<file path="src/rtl/aibcr3aux_osc_freq_meter.sv">
// Aux oscillator frequency meter: counts rising edges of a selected divided oscillator clock over a
// programmable clkin window. Optional limit comparison enabled by AIBCR3AUX_OSC_FREQ_LIMIT_CHECK_EN.
module aibcr3aux_osc_freq_meter #(
  parameter int CNT_W       = 16,
  parameter int WIN_W       = 16,
  parameter int SYNC_STAGES = 2
) (
  input  logic             clkin,
  input  logic             por,
  inout  wire              vcc_aibcr3aux,
  inout  wire              vss_aibcr3aux,
  input  logic             osc_divby16,
  input  logic             osc_divby32,
  input  logic             osc_divby64,
  input  logic [1:0]       div_sel,
  input  logic             meas_start,
  input  logic [WIN_W-1:0] win_len,
`ifdef AIBCR3AUX_OSC_FREQ_LIMIT_CHECK_EN
  input  logic [CNT_W-1:0] lim_min,
  input  logic [CNT_W-1:0] lim_max,
  output logic             meas_pass,
`endif
  output logic             meas_busy,
  output logic             meas_done,
  output logic [CNT_W-1:0] meas_count,
  output logic             meas_ovf
);

  typedef enum logic [1:0] {IDLE, ARM, MEAS, DONE} state_t;

  // Supply pins carry no logic; tie them off into a deliberately unused net.
  wire unused_supply = vcc_aibcr3aux ^ vss_aibcr3aux;

  logic [2:0] osc_raw;
  logic [2:0] osc_sync;
  assign osc_raw = {osc_divby64, osc_divby32, osc_divby16};

  genvar gi;
  generate
    for (gi = 0; gi < 3; gi++) begin : g_sync
      logic [SYNC_STAGES-1:0] sync_reg;
      always_ff @(posedge clkin) begin
        if (por) begin
          sync_reg <= '0;
        end else begin
          sync_reg <= {sync_reg[SYNC_STAGES-2:0], osc_raw[gi]};
        end
      end
      assign osc_sync[gi] = sync_reg[SYNC_STAGES-1];
    end
  endgenerate

  state_t           state_reg;
  logic [1:0]       sel_reg;
  logic [WIN_W-1:0] win_len_reg;
  logic [WIN_W-1:0] win_cnt_reg;
  logic [CNT_W-1:0] cnt_reg;
  logic             ovf_reg;
  logic             sel_prev_reg;
  logic             sel_sync;
  logic             rise;
  logic             last_win;
  logic [CNT_W-1:0] cnt_next;
  logic             ovf_next;

  // Reserved select code 3 falls through to divby16.
  always_comb begin
    case (sel_reg)
      2'd1:    sel_sync = osc_sync[1];
      2'd2:    sel_sync = osc_sync[2];
      default: sel_sync = osc_sync[0];
    endcase
  end

  assign rise     = sel_sync & ~sel_prev_reg;
  assign last_win = (win_cnt_reg == win_len_reg - WIN_W'(1));

  // Saturating count: an edge arriving at all-ones is dropped and flagged.
  always_comb begin
    cnt_next = cnt_reg;
    ovf_next = ovf_reg;
    if (rise) begin
      if (cnt_reg == '1) begin
        ovf_next = 1'b1;
      end else begin
        cnt_next = cnt_reg + CNT_W'(1);
      end
    end
  end

`ifdef AIBCR3AUX_OSC_FREQ_LIMIT_CHECK_EN
  logic [CNT_W-1:0] lim_min_reg;
  logic [CNT_W-1:0] lim_max_reg;
  logic             pass_next;
  assign pass_next = ~ovf_next & (cnt_next >= lim_min_reg) & (cnt_next <= lim_max_reg);
`endif

  always_ff @(posedge clkin) begin
    if (por) begin
      state_reg    <= IDLE;
      sel_reg      <= '0;
      win_len_reg  <= '0;
      win_cnt_reg  <= '0;
      cnt_reg      <= '0;
      ovf_reg      <= 1'b0;
      sel_prev_reg <= 1'b0;
      meas_busy    <= 1'b0;
      meas_done    <= 1'b0;
      meas_count   <= '0;
      meas_ovf     <= 1'b0;
`ifdef AIBCR3AUX_OSC_FREQ_LIMIT_CHECK_EN
      lim_min_reg  <= '0;
      lim_max_reg  <= '0;
      meas_pass    <= 1'b0;
`endif
    end else begin
      // Tracks the selected source every cycle, so ARM primes it from the newly latched source.
      sel_prev_reg <= sel_sync;
      meas_done    <= 1'b0;
      case (state_reg)
        IDLE: begin
          if (meas_start) begin
            sel_reg     <= div_sel;
            win_len_reg <= win_len;
`ifdef AIBCR3AUX_OSC_FREQ_LIMIT_CHECK_EN
            lim_min_reg <= lim_min;
            lim_max_reg <= lim_max;
`endif
            meas_busy   <= 1'b1;
            state_reg   <= ARM;
          end
        end
        ARM: begin
          cnt_reg     <= '0;
          ovf_reg     <= 1'b0;
          win_cnt_reg <= '0;
          if (win_len_reg == '0) begin
            meas_count <= '0;
            meas_ovf   <= 1'b0;
`ifdef AIBCR3AUX_OSC_FREQ_LIMIT_CHECK_EN
            // A zero count is always <= lim_max, so only the lower bound matters.
            meas_pass  <= (lim_min_reg == '0);
`endif
            meas_done  <= 1'b1;
            state_reg  <= DONE;
          end else begin
            state_reg <= MEAS;
          end
        end
        MEAS: begin
          cnt_reg     <= cnt_next;
          ovf_reg     <= ovf_next;
          win_cnt_reg <= win_cnt_reg + WIN_W'(1);
          if (last_win) begin
            meas_count <= cnt_next;
            meas_ovf   <= ovf_next;
`ifdef AIBCR3AUX_OSC_FREQ_LIMIT_CHECK_EN
            meas_pass  <= pass_next;
`endif
            meas_done  <= 1'b1;
            state_reg  <= DONE;
          end
        end
        default: begin
          meas_busy <= 1'b0;
          state_reg <= IDLE;
        end
      endcase
    end
  end

endmodule

</file>
<file path="config.mk">
export PLATFORM = sky130hd
export DESIGN_NAME = aibcr3aux_osc_freq_meter
export DESIGN_NICKNAME = d
export VERILOG_FILES = /design/src/rtl/aibcr3aux_osc_freq_meter.sv
export SDC_FILE = /design/constraint.sdc
export NUM_CORES = 1
export LEC_CHECK = 0
export CORE_ASPECT_RATIO = 0.5
export CORE_MARGIN = 2
export CORE_UTILIZATION = 60
export DETAILED_ROUTE_END_ITERATION = 8
export GPL_ROUTABILITY_DRIVEN = 0
export PLACE_DENSITY = 0.84
export SLEW_MARGIN = 20
export SYNTH_ARGS = -nofsm -noshare
export SYNTH_HDL_FRONTEND = slang
export SYNTH_SLANG_ARGS = --single-unit
</file>
<file path="constraint.sdc">
create_clock -name clkin -period 7.4 [get_ports clkin]
set_input_delay 1.48 -clock clkin [delete_from_list [all_inputs] [get_ports clkin]]
set_output_delay 1.48 -clock clkin [all_outputs]
set_load 0.005 [all_outputs]
</file>
==> results.yml <==
power:
  vdd_drop_max_mv: 0.141
  power_density_nw_per_um2: 299
  p_leak_nw: 1.90
floorplanning:
  rows: 21
  core_um2: 6830
  dieArea_um2: 7960
  fp.dieW_um: 124
  num_io_pins: 45
  die_y_um: 64.1
  start_util_pct: 63.4
finish:
  final_net_count: 600
  drive_gt1_share_pct: 6.14
  n_antenna_cell: 0
  area_delta_synth_final_pct: 16.8
clocking:
  clockBufferDepth: 2
  ctsResizeCount: 0
  clk_pin_slew_ns: 0.06
  cts.sinks: 79
  postCtsSetupRepairBufs: 0
  tritoncts: "done"
  cts_root_buf: "clkbuf_16"
  cts_buffers: 9
  ctsHoldBuffers: 0
  clock_latency_ns: 0.34
  htreeDepth: 3
detailed_routing:
  ant_nets: 0
  highest_layer: "met4"
  drc_errors: 0
  wl_met1_mm: 4.53
  wirelength_mm: 9.55
  drt-vias-per-instance: 5.76
  wl_met3_um: 365
  drtPass1Iterations: 6
  route.met2.wl_mm: 4.56
  wl_per_cell_um: 14.4
  drt-initial-drc-count: 212
  vias: 3810
logic_synthesis:
  netlist.top_cell.by_area: "dfxtp_1"
  synthFlopType: "dfxtp_1"
  syn_nets: 575
  async_reset_ff_share_pct: 0
  yosysWarningCount: 0
  ys_seq_elements: 79
  ys_seq_area_share_pct: 36.5
  synth-edff-count: 0
  synth_top_area_share_pct: 36.5
  syn_area_um2: 4330
  synth.distinct_cells: 64
  avgSynthCellArea_um2: 8.02
  synth.area.top_cells: "dfxtp_1 (37%), nand2_1 (9.6%), a21oi_1 (5.0%)"
  synthCells: 540
global_routing:
  antenna_found_initial: 0
  grt_pass1_wl_mm: 16.4
  first_global_vias: 3608
  grt_max_degree: 47
  grt_overflow_total: 0
  gr-usage-all-layers_pct: 26.1
critical_path:
  startpoint_type: "register"
  reg2reg_from: "win_len_reg[0]$_SDFFE_PP0P_"
  cp_max_fo: 17
  crit_path_end_kind: "register"
  worstPathArrival_ns: 3.41
  crit_required_ns: 7.63
  crit_type: "reg -> reg"
  cp-startpoint: "win_len_reg[0]$_SDFFE_PP0P_"
timing:
  tightest_slew_ns: 1.05
  tns_ns: 0
  untimed_endpoints: 2
  setup_ws_ns: 4.22
  rsz0062_at_grt: "no"
  maxSlewViolCount: 0
  fin_crit_ns: 3.18
  finClkSkew_ns: 0.00655
  hold_viol: 0
  slew_headroom_pct: 29.7
  max_freq_mhz: 315
  setup_violations: 0
  period_share_pct: 43.0
worst_hold_path:
  hp-class: "reg -> reg"
  hp-start: "g_sync[0].sync_reg[0]$_SDFF_PP0_"
status:
  status: "complete, no violations"
placed_design:
  hpwl_mm: 6.51
  dp_slack_ns: 3.94
  io_buffers: 42
run:
  cap_violations: 0
[cells in the mapped netlist (4+ instances only)]
cell / number
nand2_1: 111
dfxtp_1: 79
a21oi_1: 43
nor2_1: 38
clkbuf_1: 22
xor2_1: 22
xnor2_1: 20
mux2i_1: 19
nor3_1: 18
o21ai_0: 16
inv_1: 13
and2_1: 9
ha_1: 9
nand4_1: 9
nor2b_1: 9
and3_1: 8
nand3_1: 8
nor4_1: 7
o211ai_1: 6
o2111ai_1: 5
a211oi_1: 4
nor3b_1: 4
or3_1: 4
[cells in the final DEF (no fill, tap or decap), drive strengths merged, types with 4 or more instances in the layout]
cell type,n
nand2,111
dfxtp,79
a21oi,43
clkdlybuf4s50,42
nor2,39
xor2,22
xnor2,20
mux2i,19
nor3,18
o21ai,17
inv,14
nor4,10
and2,9
nor2b,9
nand4,9
ha,9
clkbuf,9
and3,9
nand3,9
o211ai,6
o2111ai,5
or3,5
a211oi,4
nor3b,4
[power breakdown]
| part | internal (W) | switching [W] | total (W) | leakage, nW |
|---|---|---|---|---|
| Clock | 0.000330 | 0.000173 | 0.000503 | 0.166 |
| Sequential | 0.000457 | 0.0000416 | 0.000499 | 0.641 |
| Combinational | 0.000191 | 0.000319 | 0.000509 | 1.09 |
[metrics by stage]
| stage | util (%) | cell area (um^2) | hold WS, ns | cells | total power (W) |
|---|---|---|---|---|---|
| after floorplan | - | 4330 | 0.414 | 540 | 0.000913 |
| after global placement | 69.0 | 4710 | 0.417 | 646 | 0.000994 |
| after detailed placement | 69.0 | 4720 | 0.427 | 646 | 0.00101 |
| after global routing | 74.1 | 5060 | 0.460 | 662 | 0.00160 |
| after CTS | 74.1 | 5060 | 0.439 | 662 | 0.00152 |
| final | 74.1 | 5060 | 0.438 | 662 | 0.00151 |
[worst max-delay path, stage by stage (launching register included)]
cell and delay [ns]:
dfxtp_1 0.39, inv_1 0.09, ha_1 0.27, or3b_1 0.39
a2111oi_0 0.37, and2b_2 0.19, or4b_1 0.44, o22a_1 0.56
a31o_1 0.37
[metal layers]
layer,vias up,GRT usage [%]
met3,11,6.88
li1,1923,-
met1,1798,32.7
met2,78,43.8
met5,-,0
met4,0,8.01
[cells by family (layout without fill, tap and decap cells)]
kind of cell / after synthesis / count (layout) / share of synthesized area, %
flip-flops: 79 / 79 / 36.5
AND/OR/NAND/NOR: 258 / 258 / 30.1
buffers and inverters: 43 / 73 / 5.08
XOR/XNOR: 42 / 42 / 8.49
adder cells (fa/ha/maj): 9 / 9 / 2.60
AO/OA/AOI/OAI: 90 / 90 / 12.9
multiplexers: 19 / 19 / 4.39
[worst paths after layout]
kind                                      endpoint  slack, ns  cells after the start
setup / recovery             meas_ovf$_SDFFE_PP0P_       4.22                      8
hold / removal    g_sync[0].sync_reg[1]$_SDFF_PP0_       0.44                      1
setup reg to reg             meas_ovf$_SDFFE_PP0P_       4.22                      8
hold reg to reg   g_sync[0].sync_reg[1]$_SDFF_PP0_       0.44                      1
[cell type report]
class	instances	area, um^2
Multi-Input combinational cell	418	2530
Fill cell	520	1770
Sequential cell	79	1580
Timing Repair Buffer	44	435
Clock buffer	9	225
Clock inverter	7	120
Tap cell	92	115
Inverter	13	48.8
Power figures use the tool's default switching activity.
